<file path="config.mk">
export PLATFORM = sky130hd
export DESIGN_NAME = debounce_edge
export DESIGN_NICKNAME = d
export VERILOG_FILES = /design/src/rtl/debounce_edge_pkg.sv /design/src/rtl/debounce_edge_sync_chain.sv /design/src/rtl/debounce_edge.sv
export SDC_FILE = /design/constraint.sdc
export NUM_CORES = 1
export LEC_CHECK = 0
export CAP_MARGIN = 40
export CORE_ASPECT_RATIO = 0.7
export CORE_MARGIN = 2
export CORE_UTILIZATION = 49
export CTS_BUF_LIST = sky130_fd_sc_hd__clkbuf_8
export DETAILED_ROUTE_END_ITERATION = 16
export PLACE_DENSITY = 0.8
export SLEW_MARGIN = 10
export SYNTH_ARGS = -nofsm -noshare
export SYNTH_HDL_FRONTEND = slang
export SYNTH_SLANG_ARGS = --single-unit
</file>
<file path="constraint.sdc">
create_clock -name clk -period 1.5 [get_ports clk]
set_input_delay 0.45 -clock clk [delete_from_list [all_inputs] [get_ports clk]]
set_output_delay 0.45 -clock clk [all_outputs]
set_load 0.02 [all_outputs]
</file>
<file path="src/rtl/debounce_edge_pkg.sv">
// Shared definitions for the debounce/edge-detect block: FSM state encoding
// and default parameter values.
package debounce_edge_pkg;

  localparam int DEF_SYNC_STAGES   = 2;
  localparam int DEF_STABLE_CYCLES = 4;
  localparam int DEF_CNT_W         = 8;
  localparam int DEF_EVT_W         = 8;

  typedef enum logic [1:0] {
    S_LOW  = 2'd0,
    S_RISE = 2'd1,
    S_HIGH = 2'd2,
    S_FALL = 2'd3
  } state_t;

endpackage

</file>
<file path="src/rtl/debounce_edge_sync_chain.sv">
// Plain flop-chain synchroniser for asynchronous level inputs, reusable by
// other input-conditioning blocks.
module sync_chain
  import debounce_edge_pkg::*;
#(
  parameter int SYNC_STAGES = DEF_SYNC_STAGES
) (
  input  logic clk,
  input  logic rst,
  input  logic d,
  output logic q
);

  logic [SYNC_STAGES-1:0] stages;

  // No logic between stages, so metastability only has to resolve flop to flop.
  always_ff @(posedge clk) begin
    if (rst) begin
      stages <= '0;
    end else begin
      stages <= {stages[SYNC_STAGES-2:0], d};
    end
  end

  assign q = stages[SYNC_STAGES-1];

endmodule

</file>
<file path="src/rtl/debounce_edge.sv">
// Debounces a raw level input: synchronise, require STABLE_CYCLES consecutive
// samples at a new value, then emit a registered level, edge strobes and a rise count.
module debounce_edge
  import debounce_edge_pkg::*;
#(
  parameter int SYNC_STAGES   = DEF_SYNC_STAGES,
  parameter int STABLE_CYCLES = DEF_STABLE_CYCLES,
  parameter int CNT_W         = DEF_CNT_W,
  parameter int EVT_W         = DEF_EVT_W
) (
  input  logic             clk,
  input  logic             rst,
  input  logic             d_in,
  output logic             q,
  output logic             rise,
  output logic             fall,
  output logic [EVT_W-1:0] evt_cnt
);

  localparam logic [CNT_W-1:0] CNT_ONE  = 1;
  localparam logic [CNT_W-1:0] CNT_LAST = STABLE_CYCLES - 1;
  localparam logic [EVT_W-1:0] EVT_ONE  = 1;

  logic             d_sync;
  state_t           state;
  logic [CNT_W-1:0] cnt;

  sync_chain #(
    .SYNC_STAGES(SYNC_STAGES)
  ) u_sync (
    .clk(clk),
    .rst(rst),
    .d  (d_in),
    .q  (d_sync)
  );

  // The cycle that moves into S_RISE/S_FALL already counts as the first
  // stable sample, hence cnt <= 1 there and acceptance at STABLE_CYCLES-1.
  always_ff @(posedge clk) begin
    if (rst) begin
      state   <= S_LOW;
      cnt     <= '0;
      q       <= 1'b0;
      rise    <= 1'b0;
      fall    <= 1'b0;
      evt_cnt <= '0;
    end else begin
      rise <= 1'b0;
      fall <= 1'b0;
      case (state)
        S_LOW: begin
          if (d_sync) begin
            state <= S_RISE;
            cnt   <= CNT_ONE;
          end else begin
            cnt <= '0;
          end
        end
        S_RISE: begin
          if (!d_sync) begin
            state <= S_LOW;
            cnt   <= '0;
          end else if (cnt == CNT_LAST) begin
            state   <= S_HIGH;
            cnt     <= '0;
            q       <= 1'b1;
            rise    <= 1'b1;
            evt_cnt <= evt_cnt + EVT_ONE;
          end else begin
            cnt <= cnt + CNT_ONE;
          end
        end
        S_HIGH: begin
          if (!d_sync) begin
            state <= S_FALL;
            cnt   <= CNT_ONE;
          end else begin
            cnt <= '0;
          end
        end
        S_FALL: begin
          if (d_sync) begin
            state <= S_HIGH;
            cnt   <= '0;
          end else if (cnt == CNT_LAST) begin
            state <= S_LOW;
            cnt   <= '0;
            q     <= 1'b0;
            fall  <= 1'b1;
          end else begin
            cnt <= cnt + CNT_ONE;
          end
        end
        default: begin
          state <= S_LOW;
          cnt   <= '0;
        end
      endcase
    end
  end

endmodule

</file>
After elaboration in Yosys (flattened, before gate mapping)
Cells that the tools add are included.

Bits in registers: 23. Bits in latches: 0. Memory bits (writable): 0. ROM bits: 0. Bits of input ports: 3. Output and inout port bits: 11. Logic and storage cells: 50. Memories kept: 0.

$add $sub $neg: 2. $mul: 0. Divide/modulo/power cells: 0. $lt $le $gt $ge: 0. Equality and inequality tests: 12. Shifts and indexed selects: 0. Muxes and demuxes: 19. Bitwise operators: 3. Reductions and logical operators: 7.

Operators by type and width (count): $pmux 8 s4 (1); $mux 8 (3); $add 8x1->8 const B (2); $mux 2 (6); $eq 8x2->1 const B (1); $ne 2x2->1 const B (4); $pmux 2 s4 (1); $mux 1 (7); $reduce_or 3->1 (2); $reduce_and 5->1 (1); $eq 2x2->1 const B (2); $ne 2x1->1 const B (2); $reduce_and 4->1 (1); $ne 3x2->1 const B (1); $ne 3x3->1 const B (1); $not 1->1 (3); $reduce_and 3->1 (1); $eq 2x1->1 const B (1); $logic_not 2->1 (1); $pmux 1 s2 (1); $reduce_bool 2->1 (1).

Logic depth before layout (Yosys ltp)
Word-level depth: 4. Depth in mapped cells: 5. Gate-level depth less buffers: 5.

By module
Synthesis repeated with hierarchy kept, for this count alone.

Cell total of the unflattened synthesis: 97. Area total of the unflattened synthesis: 939.7 µm².

By module, submodules not included: debounce_edge (times used 1, cells an instance 93, area an instance 887.1 µm², sequential area each 420.4 µm²); sync_chain (times used 1, cells an instance 4, area an instance 52.6 µm², sequential area each 40.0 µm²).

Worst setup path after synthesis
OpenSTA, ideal clock, no wires.

Kind: reg2reg. Start point: register cnt[0]. End point: register evt_cnt[5]. Library setup time: 0.071 ns. Arrival: 1.579 ns. Required time: 1.429 ns. Path slack: -0.150 ns. Stages on the path, launching flop included: 6. Path buffers: 0. Period minus slack after synthesis: 1.650 ns. Cell sequence: dfxtp_1 -> ha_1 -> and4bb_2 -> nand2_4 -> or4_1 -> a21oi_1.

Word-level cells in the longest chain between the ends: 2.

RTL lines: start: declaration (RTL line debounce_edge.sv:26) `logic [CNT_W-1:0] cnt;`; start signal: assignment (RTL line debounce_edge.sv:70) `cnt <= cnt + CNT_ONE;`; start signal: assignment (RTL line debounce_edge.sv:91) `cnt <= cnt + CNT_ONE;`; $eq 8x2->1 (RTL line debounce_edge.sv:63) `end else if (cnt == CNT_LAST) begin`; $reduce_and 3->1 (no source line); end signal: assignment (RTL line debounce_edge.sv:68) `evt_cnt <= evt_cnt + EVT_ONE;`; end: declaration (RTL line debounce_edge.sv:17) `output logic [EVT_W-1:0] evt_cnt`.

Every way passes these cells. A chain may end at the register's enable or synchronous reset.

Worst setup path after layout
Start point: register cnt[1]. End point: register evt_cnt[5].

Same word-level chain as after synthesis.

==> results.md <==
- Status: complete, but fails checks
- Failing checks: setup timing
- Ports: 14
- Number of global-route vias before repair: 738
- First-pass GRT wire length: between 3 and 4 mm
- Most used DFF post-synth: dfxtp_1
- Ant diodes: 0
- Chip height: roughly 40 um
- Max-slew violations: 0
- Maximum fanout along the worst path: 6
- Number of synthesized flops with an enable pin: 0
- Final layout net count: ~140
- Die span in x: about 57 um
- Antenna violations before repair: 0
- Area leader, netlist: dfxtp_1
- Final hold slack: approximately 0.44 ns
- Clk Tree Root Cell: clkbuf_8
- Grt ovf: 0
- Hold Path End: u_sync.stages[1]$_SDFF_PP0_
- CP Data Required Time: ~1.7 ns
- Wire length per cell: 14.0 um
- Number of synthesized register bits: 23
- CP endpoint kind: flop
- Post-synthesis net count: ~110
- Drt total wl: ~2.2 mm
- Final ANT Viol Nets: 0
- Setup crit start kind: flop
- Clk buf depth: 2
- # rows: 13
- Static Leakage: 0.565 nW
- Sequential area share after synthesis: 47.5%
- Relative slew slack: between 70 and 80%
- CTS clk-pin slew, worst paths: approximately 0.08 ns
- Avg Cell Area, Syn: ~9.6 um2
- Setup WS post-layout: -0.0192 ns
- Post-synth top cells: 23 x dfxtp_1, 14 x nor2_1, 8 x xor2_1, 7 x nand2_1, 7 x nand3_1
- Max Clk Rate: between 600 and 700 MHz
- Number of remaining DRC errors: 0
- Critical-path top delay cell: or4_4
- Via density: around 5.5
- Slew @ Worst Pin: about 0.32 ns
- Post-synth top area share: about 48%
- Endpoints failing setup: 1
- Reg2Reg Depth: 5
- Die area: between 2000 and 2500 um2
- Port bufs: 13
- Share of layout cells above drive strength 1: around 30%
- Core area: about 1900 um2
- Hold Startpoint: u_sync.stages[0]$_SDFF_PP0_
- Critical Path AT: roughly 1.7 ns
- DP Worst Slack: -0.00140 ns
- Fin. Hold Viols: 0
- Dpl hpwl: roughly 1.6 mm
- Buf/Inv on CP: 0
- Mapped Area: roughly 970 um2
- Clock sinks: 23
- Initial DRC count: 12
- FILL cells: 143
- Area contributors post-synth: dfxtp_1 48%, xor2_1 7.2%, nor2_1 5.4%
- Unique masters post-synth: 30
- RSZ-0062 raised after global routing: yes
- Max cap viols: 0
- Crit Reg-Reg Endpoint: evt_cnt[5]$_SDFFE_PP0P_
- Maximum vdd drop: between 0.7 and 0.8 mV
- Pre-antenna DRT Iters: 4
- Largest net degree at the start of global routing: 16
- Cell depth of the worst hold path: 1
- CTS tree: yes
- Cell with the most instances after synthesis: dfxtp_1
- Starting Density: between 50% and 60%
- R2R Path Start: cnt[1]$_SDFF_PP0_
- Cts bufs inserted: 3
- Syn Inst Count: just over 100
- Fin crit period: 1.52 ns
- Area Growth Syn to Fin: 39.3%
- Clock Skews: around 0.0014 ns
- CP top delay family: simple AND/OR/NAND/NOR gates
- Post-synthesis async set-or-reset flop share: 0%
- Cell area power density: between 700 and 800 nW/um2
- Worst path max stage delay: slightly below 0.5 ns
- RD Place Congestion: 0.776
- Hold Path Class: reg -> reg
- Setup CP Type: reg -> reg
- Clock Latency Late Sink: about 0.27 ns
- GRT Util Overall: 20.1%
- Vias after detailed routing: between 800 and 900
- H-tree depth: 1
- YS warnings: 0
- Critical Path, Cell by Cell: ha_4 -> and4bb_2 -> nand2_4 -> or4_4 -> a21oi_2
- Tcrit/Tclk final: 101%
- Worst R2R Setup Slack: -0.02 ns
==> state kept, by name, indices dropped and copies added (netlist names), named ones only <==
signal	count
cnt	8
q	1
fall	1
rise	1
evt_cnt	8
state	1
u_sync.stages	2
==> cell families (layout without fill, tap and decap cells) <==
logic type / Yosys count / after routing / synth area share, %
AOI/OAI and AO/OA: 10 / 10 / 6.85
xor gates and xnor gates: 11 / 11 / 9.95
buffers and inverters: 2 / 38 / 0.774
muxes: 1 / 1 / 1.03
adders and majority gates: 2 / 2 / 2.58
and+or+nand+nor: 52 / 52 / 31.3
DFF: 23 / 23 / 47.5
==> area by class of cell <==
| cell class | instances | area [um2] | share of cell area, % |
|---|---|---|---|
| Clock buffer | 3 | 41.3 | 3.06 |
| Clock inverter | 1 | 7.51 | 0.557 |
| Inverter | 1 | 3.75 | 0.278 |
| Multi-Input combinational cell | 76 | 541 | 40.1 |
| Sequential cell | 23 | 465 | 34.5 |
| Tap cell | 22 | 27.5 | 2.04 |
| Timing Repair Buffer | 33 | 263 | 19.5 |
==> cells in the final DEF, fill, tap and decap left out, drive strengths merged <==
| cell type | instances |
|---|---|
| a31oi | 1 |
| nand2 | 8 |
| nor3b | 1 |
| ha | 2 |
| a211oi | 1 |
| dlygate4sd2 | 10 |
| clkdlybuf4s50 | 2 |
| clkinvlp | 1 |
| clkbuf | 4 |
| and4bb | 1 |
| and4b | 2 |
| and2 | 2 |
| nand3 | 7 |
| xnor2 | 3 |
| o31a | 1 |
| nor2b | 3 |
| or4 | 1 |
| xor2 | 8 |
| or3 | 1 |
| o21ai | 2 |
| nand4 | 6 |
| mux2i | 1 |
| nor4 | 3 |
| inv | 1 |
| dfxtp | 23 |
| buf | 20 |
| o21ba | 1 |
| o31ai | 1 |
| and3 | 3 |
| nor2 | 14 |
| a21oi | 3 |
==> power by group <==
part           leakage (nW)  total, mW  switching, mW  internal (mW)
clock network        0.0217      0.394          0.205          0.188
registers             0.188      0.621        0.00445          0.616
logic                 0.356     0.0376         0.0188         0.0188
total                 0.565       1.05          0.229          0.824
==> repair_timing <==
| item | 4_1_cts | 5_1_grt |
|---|---|---|
| endpoints found under the setup margin | 12 | 5 |
| pin swaps | 0 | 1 |
| buffers inserted | 1 | 2 |
| hold buffers | 0 | 0 |
| resized for setup | 11 | 7 |
==> how the worst max path moves through the flow <==
stage / startpoint / to / cells after the start
floorplan: cnt[6]$_SDFF_PP0_ / evt_cnt[5]$_SDFFE_PP0P_ / 4
global route: cnt[1]$_SDFF_PP0_ / evt_cnt[5]$_SDFFE_PP0P_ / 5
finish: cnt[1]$_SDFF_PP0_ / evt_cnt[5]$_SDFFE_PP0P_ / 5
global placement: rst / cnt[6]$_SDFF_PP0_ / 4
CTS: cnt[0]$_SDFF_PP0_ / evt_cnt[5]$_SDFFE_PP0P_ / 5
detailed placement: cnt[1]$_SDFF_PP0_ / evt_cnt[5]$_SDFFE_PP0P_ / 5
==> per-stage QoR <==
stage          setup TNS (ns)  area, um2  instances  power, mW  utilization (%)
2_1_floorplan         -0.0385        986        101      0.651                -
3_3_place_gp                0       1270        152      0.672             68.4
3_5_place_dp         -0.00140       1270        152      0.673             68.4
4_1_cts               -0.0150       1310        157       1.06             70.6
5_1_grt                -0.156       1350        159       1.10             72.7
6_report              -0.0192       1350        159       1.05             72.7
==> routing by layer <==
layer / track usage, % / wire, um / vias to the layer above / share of wire (%)
met5: 0 / 0 / - / 0
met2: 32.5 / 1040 / 17 / 47
met4: 5.23 / 19 / 0 / 0.85
li1: - / - / 430 / -
met1: 26.0 / 1080 / 420 / 48
met3: 7.26 / 97 / 2 / 4.3
Note: power is estimated with default switching activity, not from simulation.
